[config.mk]
export PLATFORM = sky130hd
export DESIGN_NAME = cellrv32_bus_gateway_flat
export DESIGN_NICKNAME = d
export VERILOG_FILES = /design/src/rtl/cellrv32_package.sv /design/src/rtl/cellrv32_bus_gateway_if.sv /design/src/rtl/cellrv32_bus_gateway_decode.sv /design/src/rtl/cellrv32_bus_gateway.sv /design/src/flat_wrapper.sv
export SDC_FILE = /design/constraint.sdc
export NUM_CORES = 1
export LEC_CHECK = 0
export ABC_AREA = 1
export BUFFER_PORTS_ARGS = -buffer_cell sky130_fd_sc_hd__clkbuf_2
export CAP_MARGIN = 20
export CORE_AREA = 5 5 122 124
export DETAILED_ROUTE_END_ITERATION = 12
export DIE_AREA = 0 0 127 129
export HOLD_SLACK_MARGIN = 0.15
export PLACE_DENSITY = 0.54
export SETUP_SLACK_MARGIN = 0.5
export SLEW_MARGIN = 0
export SYNTH_ARGS = -nofsm -noshare
export SYNTH_HDL_FRONTEND = slang
export SYNTH_HIERARCHICAL = 1
export SYNTH_SLANG_ARGS = --single-unit
[constraint.sdc]
create_clock -name clk_i -period 2.9 [get_ports clk_i]
set_clock_uncertainty 0.2 [all_clocks]
set_input_delay 0.58 -clock clk_i [delete_from_list [all_inputs] [get_ports clk_i]]
set_output_delay 0.58 -clock clk_i [all_outputs]
set_load 0.03 [all_outputs]
[src/rtl/cellrv32_package.sv]
// Shared types for the CELLRV32 bus gateway: target selection, FSM states,
// timeout counter width and the power-of-two region hit test.
package cellrv32_package;

  typedef enum logic [2:0] {
    SEL_NONE,
    SEL_IMEM,
    SEL_DMEM,
    SEL_IO,
    SEL_EXT
  } gw_sel_t;

  typedef enum logic [1:0] {
    GW_IDLE,
    GW_BUSY,
    GW_ERR
  } gw_state_t;

  localparam int unsigned GW_TMO_W = 16;

  // Region sizes are powers of two and bases are size-aligned, so a mask compare suffices.
  function automatic logic gw_hit(input logic [31:0] addr, input logic [31:0] base,
                                  input int unsigned size);
    logic [31:0] mask;
    mask = ~(size - 32'd1);
    return (addr & mask) == base;
  endfunction

endpackage

[src/rtl/cellrv32_bus_gateway_if.sv]
// Initiator-side peripheral bus bundle: the CPU/DMA switch is the master,
// the gateway is the slave.
interface cellrv32_bus_gateway_if;
  logic        priv;
  logic [31:0] addr;
  logic [31:0] wdata;
  logic [3:0]  ben;
  logic        we;
  logic        re;
  logic [31:0] rdata;
  logic        ack;
  logic        err;

  modport master (output priv, addr, wdata, ben, we, re, input rdata, ack, err);
  modport slave  (input priv, addr, wdata, ben, we, re, output rdata, ack, err);
endinterface

[src/rtl/cellrv32_bus_gateway_decode.sv]
// Combinational address decoder: picks the target region (IMEM > DMEM > IO > EXT)
// and flags user-mode accesses to the IO region.
module cellrv32_bus_gateway_decode
  import cellrv32_package::*;
#(
  parameter bit          IMEM_EN   = 1'b1,
  parameter logic [31:0] IMEM_BASE = 32'h0000_0000,
  parameter int unsigned IMEM_SIZE = 16384,
  parameter bit          DMEM_EN   = 1'b1,
  parameter logic [31:0] DMEM_BASE = 32'h8000_0000,
  parameter int unsigned DMEM_SIZE = 8192,
  parameter logic [31:0] IO_BASE   = 32'hFFFF_FE00,
  parameter int unsigned IO_SIZE   = 512,
  parameter bit          EXT_EN    = 1'b0
) (
  input  logic [31:0] addr_i,
  input  logic        priv_i,
  output gw_sel_t     sel_o,
  output logic        priv_err_o
);

  // NOTE: every output gets a default first so no path through the block infers a latch.
  always_comb begin
    sel_o      = SEL_NONE;
    priv_err_o = 1'b0;
    if (IMEM_EN && gw_hit(addr_i, IMEM_BASE, IMEM_SIZE)) begin
      sel_o = SEL_IMEM;
    end else if (DMEM_EN && gw_hit(addr_i, DMEM_BASE, DMEM_SIZE)) begin
      sel_o = SEL_DMEM;
    end else if (gw_hit(addr_i, IO_BASE, IO_SIZE)) begin
      sel_o      = SEL_IO;
      priv_err_o = ~priv_i;
    end else if (EXT_EN) begin
      sel_o = SEL_EXT;
    end
  end

endmodule

[src/rtl/cellrv32_bus_gateway.sv]
// Single-initiator to multi-target bus gateway with locally generated error responses.
// Optional response timeout: define CELLRV32_BUS_GATEWAY_TIMEOUT_EN.
module cellrv32_bus_gateway
  import cellrv32_package::*;
#(
  parameter bit          IMEM_EN    = 1'b1,
  parameter logic [31:0] IMEM_BASE  = 32'h0000_0000,
  parameter int unsigned IMEM_SIZE  = 16384,
  parameter bit          DMEM_EN    = 1'b1,
  parameter logic [31:0] DMEM_BASE  = 32'h8000_0000,
  parameter int unsigned DMEM_SIZE  = 8192,
  parameter logic [31:0] IO_BASE    = 32'hFFFF_FE00,
  parameter int unsigned IO_SIZE    = 512,
  parameter bit          EXT_EN     = 1'b0,
  parameter int unsigned TMO_CYCLES = 255
) (
  input  logic                          clk_i,
  input  logic                          rst_i,
  cellrv32_bus_gateway_if.slave         p_bus,
  output logic [31:0]                   t_addr_o,
  output logic [31:0]                   t_wdata_o,
  output logic [3:0]                    t_ben_o,
  output logic                          imem_we_o,
  output logic                          imem_re_o,
  input  logic [31:0]                   imem_rdata_i,
  input  logic                          imem_ack_i,
  input  logic                          imem_err_i,
  output logic                          dmem_we_o,
  output logic                          dmem_re_o,
  input  logic [31:0]                   dmem_rdata_i,
  input  logic                          dmem_ack_i,
  input  logic                          dmem_err_i,
  output logic                          io_we_o,
  output logic                          io_re_o,
  input  logic [31:0]                   io_rdata_i,
  input  logic                          io_ack_i,
  input  logic                          io_err_i,
  output logic                          ext_we_o,
  output logic                          ext_re_o,
  input  logic [31:0]                   ext_rdata_i,
  input  logic                          ext_ack_i,
  input  logic                          ext_err_i
);

  gw_state_t   state_q, state_d;
  gw_sel_t     sel_q, sel_d;
  gw_sel_t     dec_sel;
  logic        dec_priv_err;
  logic        req, req_ok;
  logic [31:0] sel_rdata;
  logic        sel_ack, sel_err;
`ifdef CELLRV32_BUS_GATEWAY_TIMEOUT_EN
  logic [GW_TMO_W-1:0] tmo_q, tmo_d;
`endif

  assign t_addr_o  = p_bus.addr;
  assign t_wdata_o = p_bus.wdata;
  assign t_ben_o   = p_bus.ben;

  cellrv32_bus_gateway_decode #(
    .IMEM_EN  (IMEM_EN),
    .IMEM_BASE(IMEM_BASE),
    .IMEM_SIZE(IMEM_SIZE),
    .DMEM_EN  (DMEM_EN),
    .DMEM_BASE(DMEM_BASE),
    .DMEM_SIZE(DMEM_SIZE),
    .IO_BASE  (IO_BASE),
    .IO_SIZE  (IO_SIZE),
    .EXT_EN   (EXT_EN)
  ) u_decode (
    .addr_i    (p_bus.addr),
    .priv_i    (p_bus.priv),
    .sel_o     (dec_sel),
    .priv_err_o(dec_priv_err)
  );

  assign req    = p_bus.re | p_bus.we;
  assign req_ok = req && !(p_bus.re && p_bus.we) && (dec_sel != SEL_NONE) && !dec_priv_err;

  // Only the latched target's response is visible; all others are ignored.
  always_comb begin
    sel_rdata = '0;
    sel_ack   = 1'b0;
    sel_err   = 1'b0;
    case (sel_q)
      SEL_IMEM: begin sel_rdata = imem_rdata_i; sel_ack = imem_ack_i; sel_err = imem_err_i; end
      SEL_DMEM: begin sel_rdata = dmem_rdata_i; sel_ack = dmem_ack_i; sel_err = dmem_err_i; end
      SEL_IO:   begin sel_rdata = io_rdata_i;   sel_ack = io_ack_i;   sel_err = io_err_i;   end
      SEL_EXT:  begin sel_rdata = ext_rdata_i;  sel_ack = ext_ack_i;  sel_err = ext_err_i;  end
      default:  ;
    endcase
  end

  always_comb begin
    state_d     = state_q;
    sel_d       = sel_q;
    imem_we_o   = 1'b0;
    imem_re_o   = 1'b0;
    dmem_we_o   = 1'b0;
    dmem_re_o   = 1'b0;
    io_we_o     = 1'b0;
    io_re_o     = 1'b0;
    ext_we_o    = 1'b0;
    ext_re_o    = 1'b0;
    p_bus.rdata = '0;
    p_bus.ack   = 1'b0;
    p_bus.err   = 1'b0;
`ifdef CELLRV32_BUS_GATEWAY_TIMEOUT_EN
    tmo_d       = tmo_q;
`endif
    case (state_q)
      GW_IDLE: begin
        if (req && !rst_i) begin
          if (req_ok) begin
            state_d = GW_BUSY;
            sel_d   = dec_sel;
`ifdef CELLRV32_BUS_GATEWAY_TIMEOUT_EN
            tmo_d   = GW_TMO_W'(TMO_CYCLES - 1);
`endif
            case (dec_sel)
              SEL_IMEM: begin imem_re_o = p_bus.re; imem_we_o = p_bus.we; end
              SEL_DMEM: begin dmem_re_o = p_bus.re; dmem_we_o = p_bus.we; end
              SEL_IO:   begin io_re_o   = p_bus.re; io_we_o   = p_bus.we; end
              SEL_EXT:  begin ext_re_o  = p_bus.re; ext_we_o  = p_bus.we; end
              default:  ;
            endcase
          end else begin
            state_d = GW_ERR;
          end
        end
      end
      GW_BUSY: begin
        p_bus.rdata = sel_rdata;
        p_bus.ack   = sel_ack & ~sel_err;
        p_bus.err   = sel_err;
        if (sel_ack || sel_err) begin
          state_d = GW_IDLE;
          sel_d   = SEL_NONE;
        end
`ifdef CELLRV32_BUS_GATEWAY_TIMEOUT_EN
        else if (tmo_q == '0) begin
          p_bus.err = 1'b1;
          state_d   = GW_IDLE;
          sel_d     = SEL_NONE;
        end else begin
          tmo_d = tmo_q - GW_TMO_W'(1);
        end
`endif
      end
      GW_ERR: begin
        p_bus.err = 1'b1;
        state_d   = GW_IDLE;
      end
      default: state_d = GW_IDLE;
    endcase
  end

  // NOTE: non-blocking assignments so every register updates from the same pre-edge values.
  always_ff @(posedge clk_i) begin
    if (rst_i) begin
      state_q <= GW_IDLE;
      sel_q   <= SEL_NONE;
`ifdef CELLRV32_BUS_GATEWAY_TIMEOUT_EN
      tmo_q   <= '0;
`endif
    end else begin
      state_q <= state_d;
      sel_q   <= sel_d;
`ifdef CELLRV32_BUS_GATEWAY_TIMEOUT_EN
      tmo_q   <= tmo_d;
`endif
    end
  end

endmodule

[src/flat_wrapper.sv]
// flat-port wrapper written by rule: the top's interface ports become plain ports
module cellrv32_bus_gateway_flat import cellrv32_package::*;
#(
  parameter bit          IMEM_EN    = 1'b1,
  parameter logic [31:0] IMEM_BASE  = 32'h0000_0000,
  parameter int unsigned IMEM_SIZE  = 16384,
  parameter bit          DMEM_EN    = 1'b1,
  parameter logic [31:0] DMEM_BASE  = 32'h8000_0000,
  parameter int unsigned DMEM_SIZE  = 8192,
  parameter logic [31:0] IO_BASE    = 32'hFFFF_FE00,
  parameter int unsigned IO_SIZE    = 512,
  parameter bit          EXT_EN     = 1'b0,
  parameter int unsigned TMO_CYCLES = 255
)
  (clk_i, rst_i, t_addr_o, t_wdata_o, t_ben_o, imem_we_o, imem_re_o, imem_rdata_i, imem_ack_i, imem_err_i, dmem_we_o, dmem_re_o, dmem_rdata_i, dmem_ack_i, dmem_err_i, io_we_o, io_re_o, io_rdata_i, io_ack_i, io_err_i, ext_we_o, ext_re_o, ext_rdata_i, ext_ack_i, ext_err_i, p_bus_priv, p_bus_addr, p_bus_wdata, p_bus_ben, p_bus_we, p_bus_re, p_bus_rdata, p_bus_ack, p_bus_err);
  cellrv32_bus_gateway_if p_bus_i ();
  input  logic clk_i;
  input  logic rst_i;
  output logic [31:0] t_addr_o;
  output logic [31:0] t_wdata_o;
  output logic [3:0] t_ben_o;
  output logic imem_we_o;
  output logic imem_re_o;
  input  logic [31:0] imem_rdata_i;
  input  logic imem_ack_i;
  input  logic imem_err_i;
  output logic dmem_we_o;
  output logic dmem_re_o;
  input  logic [31:0] dmem_rdata_i;
  input  logic dmem_ack_i;
  input  logic dmem_err_i;
  output logic io_we_o;
  output logic io_re_o;
  input  logic [31:0] io_rdata_i;
  input  logic io_ack_i;
  input  logic io_err_i;
  output logic ext_we_o;
  output logic ext_re_o;
  input  logic [31:0] ext_rdata_i;
  input  logic ext_ack_i;
  input  logic ext_err_i;
  input wire logic [$bits(p_bus_i.priv)-1:0] p_bus_priv;
  input wire logic [$bits(p_bus_i.addr)-1:0] p_bus_addr;
  input wire logic [$bits(p_bus_i.wdata)-1:0] p_bus_wdata;
  input wire logic [$bits(p_bus_i.ben)-1:0] p_bus_ben;
  input wire logic [$bits(p_bus_i.we)-1:0] p_bus_we;
  input wire logic [$bits(p_bus_i.re)-1:0] p_bus_re;
  output wire logic [$bits(p_bus_i.rdata)-1:0] p_bus_rdata;
  output wire logic [$bits(p_bus_i.ack)-1:0] p_bus_ack;
  output wire logic [$bits(p_bus_i.err)-1:0] p_bus_err;
  assign p_bus_i.priv = p_bus_priv;
  assign p_bus_i.addr = p_bus_addr;
  assign p_bus_i.wdata = p_bus_wdata;
  assign p_bus_i.ben = p_bus_ben;
  assign p_bus_i.we = p_bus_we;
  assign p_bus_i.re = p_bus_re;
  assign p_bus_rdata = p_bus_i.rdata;
  assign p_bus_ack = p_bus_i.ack;
  assign p_bus_err = p_bus_i.err;
  cellrv32_bus_gateway #(.IMEM_EN(IMEM_EN), .IMEM_BASE(IMEM_BASE), .IMEM_SIZE(IMEM_SIZE), .DMEM_EN(DMEM_EN), .DMEM_BASE(DMEM_BASE), .DMEM_SIZE(DMEM_SIZE), .IO_BASE(IO_BASE), .IO_SIZE(IO_SIZE), .EXT_EN(EXT_EN), .TMO_CYCLES(TMO_CYCLES)) u_core (.clk_i(clk_i), .rst_i(rst_i), .p_bus(p_bus_i), .t_addr_o(t_addr_o), .t_wdata_o(t_wdata_o), .t_ben_o(t_ben_o), .imem_we_o(imem_we_o), .imem_re_o(imem_re_o), .imem_rdata_i(imem_rdata_i), .imem_ack_i(imem_ack_i), .imem_err_i(imem_err_i), .dmem_we_o(dmem_we_o), .dmem_re_o(dmem_re_o), .dmem_rdata_i(dmem_rdata_i), .dmem_ack_i(dmem_ack_i), .dmem_err_i(dmem_err_i), .io_we_o(io_we_o), .io_re_o(io_re_o), .io_rdata_i(io_rdata_i), .io_ack_i(io_ack_i), .io_err_i(io_err_i), .ext_we_o(ext_we_o), .ext_re_o(ext_re_o), .ext_rdata_i(ext_rdata_i), .ext_ack_i(ext_ack_i), .ext_err_i(ext_err_i));
endmodule
==> results of run 1 <==
cell usage after synthesis (all sizes together):
cell type | instances | area share
nand2 | 98 | 0.17
buf | 80 | 0.26
nand3 | 79 | 0.19
nor2 | 41 | 0.081
a41oi | 32 | 0.13
inv | 22 | 0.037
clkbuf | 13 | 0.022
nand4 | 8 | 0.023
dfxtp | 5 | 0.045
ha | 4 | 0.023
o21ai | 3 | 0.0068
a21oi | 2 | 0.0045
nor3 | 2 | 0.0096
conb | 1 | 0.0017
nor4 | 1 | 0.0028
o21a | 1 | 0.0034
or2 | 1 | 0.0028
state kept, by name, summed over array words and instances (netlist names):
signal and cells:
u_core/sel_q 3, u_core/state_q 2
layer usage:
metal / track usage / part of all wire / up-vias
met5: 0 / 0 / -
met4: 0.0372 / 0.019 / 0
met1: 0.178 / 0.37 / 1644
met3: 0.0415 / 0.11 / 20
li1: - / - / 1702
met2: 0.269 / 0.51 / 239
kinds of logic after synthesis:
group,count (synthesis),share of synthesized area
and+or+nand+nor,230,0.471
AOI/OAI and AO/OA,38,0.141
buffers and inverters,115,0.319
other,1,0.00169
adders and majority gates,4,0.0225
DFF,5,0.0450
area by class of cell:
| class | count | area (sq um) |
|---|---|---|
| clock buffer | 4 | 78.8 |
| fill | 1383 | 8500 |
| inverter | 22 | 90.1 |
| multi-input combinational | 273 | 2200 |
| sequential | 5 | 111 |
| tap | 180 | 225 |
| timing repair buffer | 294 | 2460 |
stage by stage:
| stage | hold WS [ns] | setup TNS (ns) | utilization | setup WS [ns] | cell area, sq um |
|---|---|---|---|---|---|
| 2_1_floorplan | 0.277 | 0 | - | 0.288 | 2310 |
| 3_3_place_gp | 0.304 | 0 | 0.237 | 0.00326 | 3230 |
| 4_1_cts | 0.309 | 0 | 0.321 | 0.0425 | 4380 |
| 3_5_place_dp | 0.304 | -0.0361 | 0.237 | -0.0229 | 3230 |
| 5_1_grt | 0.352 | -0.377 | 0.378 | -0.0907 | 5170 |
| 6_report | 0.308 | 0 | 0.378 | 0.0354 | 5170 |
final timing paths:
check                     from                 to  slack, ns
min reg2reg  u_core/state_q[1]  u_core/state_q[1]       0.31
max             p_bus_addr[18]          imem_re_o       0.04
max reg2reg    u_core/sel_q[0]    u_core/sel_q[0]       1.06
min          u_core/state_q[1]  u_core/state_q[1]       0.31
repair_timing:
action	CTS	global route
setup endpoints to repair	40	43
pin swaps	13	65
resized for setup	154	138
gates cloned	7	5
setup buffers	18	16
hold buffers	0	0
worst min-delay path: cells and delay by family, from the launching register on:
family | cells | cell delay (ns)
DFF | 1 | 0.32
and+or+nand+nor | 2 | 0.15
where the power goes:
group          leakage, uW  switching, uW  internal, uW
Sequential       0.0000433           61.2           117
Combinational      0.00228           2060          1860
Clock            0.0000382           43.1           182
Total              0.00236           2160          2160
==> results.json, run 1 <==
{
  "outcome": "complete, no violations",
  "root_buffer": "clkbuf_16",
  "hold_path_class": "reg2reg",
  "critPathRequiredTime_ns": 2.12,
  "worstPathArrival_ns": 2.08,
  "syn_area_per_cell_sq_um": 5.65,
  "period_share": 0.988,
  "synth_area_sq_um": 2220,
  "portBuffers": 226,
  "final_common_cell": "clkbuf_2",
  "clkLatencyLatePin_ns": 0.23,
  "final_max_slew_viol_count": 0,
  "rsz0062_at_grt": "true",
  "antenna_found_initial": 0,
  "cts_tree": "yes",
  "max_slew_margin": 0.623,
  "endpoint_kind": "output pin",
  "slowest_delay_ns": 0.22,
  "grt_pass1_wl_microns": 19500,
  "synth_warnings": 6,
  "leakagePower_uw": 0.00236,
  "cp-start-kind": "input port",
  "die_h_microns": 129,
  "grt_pass1_vias": 3596,
  "cts_max_path_buffers": 2,
  "insertedDiodeCount": 0,
  "path_class": "in2out",
  "dieArea_sq_um": 16400,
  "core_sq_um": 13700,
  "slowest_stage": "or2_0",
  "drt-initial-drc-count": 145,
  "grt_overflow": 0,
  "postSynthCellCount": 393,
  "place_congestion": 0.809,
  "critPathMaxFanout": 4,
  "ys_ff_latch": 5,
  "path_buf_inv": 2,
  "drive_gt1_frac": 0.721,
  "dp_hpwl_microns": 9410,
  "setup_viol": 0,
  "placed_cells": 728,
  "max_freq_mhz": 349,
  "final_cell_mix": "clkbuf_2 (182), nand3_1 (57), nand2_1 (49)",
  "wl_microns": 14500,
  "wl_per_cell_microns": 18.7,
  "grtUsageTotal": 0.150,
  "htreeDepth": 1,
  "clock_sinks": 5,
  "final_cells": 778,
  "synth_seq_area_share": 0.0450,
  "cts_buffers": 3,
  "ant_nets": 0,
  "cap_viol_max_count": 0,
  "cp_top_family": "simple AND/OR/NAND/NOR gates",
  "p_per_area_nw_per_um2": 837,
  "dieWidth_microns": 127,
  "power_uw": 4320,
  "syn_nets": 606,
  "finalHoldViolCount": 0,
  "cp_cell_sequence": "buf_6, or2_0, nor2_2, nand3_2, nand2_1, nor2_1, nor2_1, nand2_1, nor2_4, nand3_4, nor2_4, buf_8",
  "path_depth": 12,
  "num_vias": 3605,
  "area_growth_pct": 132,
  "tightest_slew_ns": 0.563,
  "dr.pass1.iters": 4,
  "final_net_count": 812,
  "synth_cell_types": 25,
  "rows": 43,
  "reg2reg_depth": 14,
  "start_util": 0.163,
  "clkTransAtPathRegs_ns": 0.03,
  "ios": 319,
  "grt_max_degree": 28,
  "ir_drop_uv": 390,
  "hold_depth": 2,
  "via_per_inst": 4.63,
  "post-route-min-period_ns": 2.86,
  "drc_errors": 0
}
Power figures use the tool's default switching activity.
==> run 2: changes to the inputs <==
Settings changed: CORE_AREA 5 5 122 124 to 5 5 120 122, CTS_BUF_LIST set to sky130_fd_sc_hd__clkbuf_8 sky130_fd_sc_hd__clkbuf_16, DIE_AREA 0 0 127 129 to 0 0 125 127, PLACE_DENSITY 0.54 to 0.55.
Clock period 2.9 ns to 2.75 ns, I/O delays scaled along.
==> run 2 against run 1 <==
Effect of this change: the flow now finishes with violations (negative setup slack); combinational power is 14% higher; clock-buffer cell count is 1 lower; utilization is 4.4 points higher; critical endpoint is now imem_we_o; largest power group unchanged.
==> results.json, run 2 (synthesis results as in run 1) <==
{
  "post-route-min-period_ns": 2.83,
  "final_cell_mix": "clkbuf_2 (182), nand2_1 (40), buf_4 (37)",
  "wl_microns": 15200,
  "routedLengthMet1_microns": 5570,
  "drt-initial-drc-count": 128,
  "finalHoldViolCount": 0,
  "hold_path_class": "reg2reg",
  "top_register": "u_core/sel_q",
  "power_switching_uw": 2470,
  "min_from": "u_core/state_q[1]",
  "setup_slack_ns": -0.0800,
  "rsz0062_at_grt": "true",
  "hold_depth": 2,
  "grt_max_degree": 23,
  "met2_length_microns": 7700,
  "p_sw_frac": 0.505,
  "slowest_delay_ns": 0.19,
  "placed_cell_area_sq_um": 3590,
  "cap_viol_max_count": 0,
  "cp_cell_sequence": "clkbuf_2, nor2_1, nand2_1, nor2_2, nand3_2, nand2_1, nor2_1, nor2_1, nand2_2, nor2_4, nand3_4, nor2_4, buf_8",
  "finalInstanceArea_sq_um": 5530,
  "holdPathEnd": "u_core/state_q[1]",
  "setup_viol": 6,
  "max_slew_margin": 0.605,
  "core_sq_um": 13100,
  "routed.top_layer": "met4",
  "wl_per_cell_microns": 19.2,
  "die_h_microns": 127,
  "drc_errors": 0,
  "num_vias": 3724,
  "crit_top_cell": "nor2_1",
  "clkTransAtPathRegs_ns": 0.03,
  "wl_met3_microns": 1500,
  "final_net_count": 826,
  "outcome": "finished with violations",
  "critPathMaxFanout": 4,
  "r2r-start": "u_core/sel_q[1]",
  "endpoint_kind": "output pin",
  "setup_tns_ns": -0.344,
  "grt_pass1_vias": 4056,
  "root_buffer": "clkbuf_16",
  "dieWidth_microns": 125,
  "worstReg2RegEnd": "u_core/state_q[1]",
  "antenna_found_initial": 0,
  "cp-start-kind": "input port",
  "p_comb_frac": 0.912,
  "worstPathArrival_ns": 2.08,
  "cts_max_path_buffers": 2,
  "dp_hpwl_microns": 9720,
  "ant_nets": 0,
  "clockPowerShare": 0.048,
  "grt_pass1_wl_microns": 21600,
  "max_freq_mhz": 353,
  "place_congestion": 0.833,
  "tightest_slew_ns": 0.591,
  "period_share": 1.03,
  "dr.pass1.iters": 6,
  "via_per_inst": 4.73,
  "htreeDepth": 1,
  "dieArea_sq_um": 15900,
  "p_per_area_nw_per_um2": 885,
  "internal_power_uw": 2420,
  "grt_overflow": 0,
  "reg2reg_depth": 11,
  "final_max_slew_viol_count": 0,
  "ir_drop_uv": 337,
  "critPathRequiredTime_ns": 2.00,
  "ff2ff_setup_slack_ns": 0.97,
  "largest_registers": "u_core/sel_q: 3 flops, u_core/state_q: 2 flops",
  "path_class": "in2out",
  "clkLatencyLatePin_ns": 0.23,
  "leakagePower_uw": 0.00243,
  "cts_buffers": 3,
  "violations": "negative setup slack",
  "rows": 42,
  "ios": 319,
  "portBuffers": 226,
  "clock_sinks": 5,
  "grtUsageTotal": 0.172,
  "cts_tree": "yes",
  "final_common_cell": "clkbuf_2",
  "start_util": 0.170,
  "insertedDiodeCount": 0,
  "p_seq_frac": 0.040,
  "drive_gt1_frac": 0.781,
  "largest_register_ffs": 3,
  "slowest_stage": "nor2_4",
  "area_growth_pct": 149
}
[run 2: cell type report]
cell class	count	area, sq um
timing repair buffer	308	2620
multi-input combinational	273	2400
inverter	22	95.1
fill	1270	7560
clock buffer	3	75.1
tap	176	220
sequential	5	111
clock inverter	1	3.75
[run 2: worst max-delay path: cells and delay by family]
| kind | cells | cell delay [ns] |
|---|---|---|
| simple gates | 11 | 1.30 |
| buf+inv | 2 | 0.23 |
[run 2: how the worst max path moves through the flow]
stage                   start        end  slack, ns  cells after the start
6_report       p_bus_addr[24]  imem_we_o      -0.08                     13
2_1_floorplan  p_bus_addr[18]  dmem_re_o       0.20                     10
3_3_place_gp   p_bus_addr[18]  dmem_re_o      -0.16                     12
3_5_place_dp   p_bus_addr[18]  dmem_re_o      -0.18                     12
4_1_cts        p_bus_addr[18]  dmem_re_o      -0.12                     12
5_1_grt        p_bus_addr[16]  imem_we_o      -0.17                     13
[run 2: what timing repair did]
item | 4_1_cts | 5_1_grt
hold buffers | 0 | 0
endpoints found under the setup margin | 40 | 43
gates resized for setup | 240 | 67
pin swaps | 38 | 44
buffers inserted | 28 | 5
endpoints found under the hold margin | 0 | 0
cloned | 12 | 1
[run 2: per-layer routing]
| metal | global-route usage | up-vias |
|---|---|---|
| met1 | 0.179 | 1732 |
| met3 | 0.0651 | 26 |
| met4 | 0.0587 | 0 |
| met5 | 0 | - |
| li1 | - | 1726 |
| met2 | 0.318 | 240 |
[run 2: per-stage QoR]
step / hold slack [ns] / total power (uW) / worst slack, ns / instances / utilization
global placement: 0.303 / 2300 / -0.163 / 738 / 0.275
global route: 0.349 / 5120 / -0.167 / 788 / 0.422
floorplan: 0.277 / 1670 / 0.198 / 393 / -
finish: 0.319 / 4890 / -0.0800 / 788 / 0.422
detailed placement: 0.310 / 2280 / -0.175 / 738 / 0.275
CTS: 0.325 / 4550 / -0.123 / 782 / 0.397
[run 2: power by group through the flow]
| stage | logic [uW] | registers (uW) | clock network (uW) |
|---|---|---|---|
| 2_1_floorplan | 1530 | 141 | 0 |
| 3_3_place_gp | 2120 | 176 | 0 |
| 3_5_place_dp | 2100 | 175 | 0 |
| 4_1_cts | 4110 | 193 | 245 |
| 5_1_grt | 4670 | 206 | 251 |
| 6_report | 4460 | 196 | 237 |
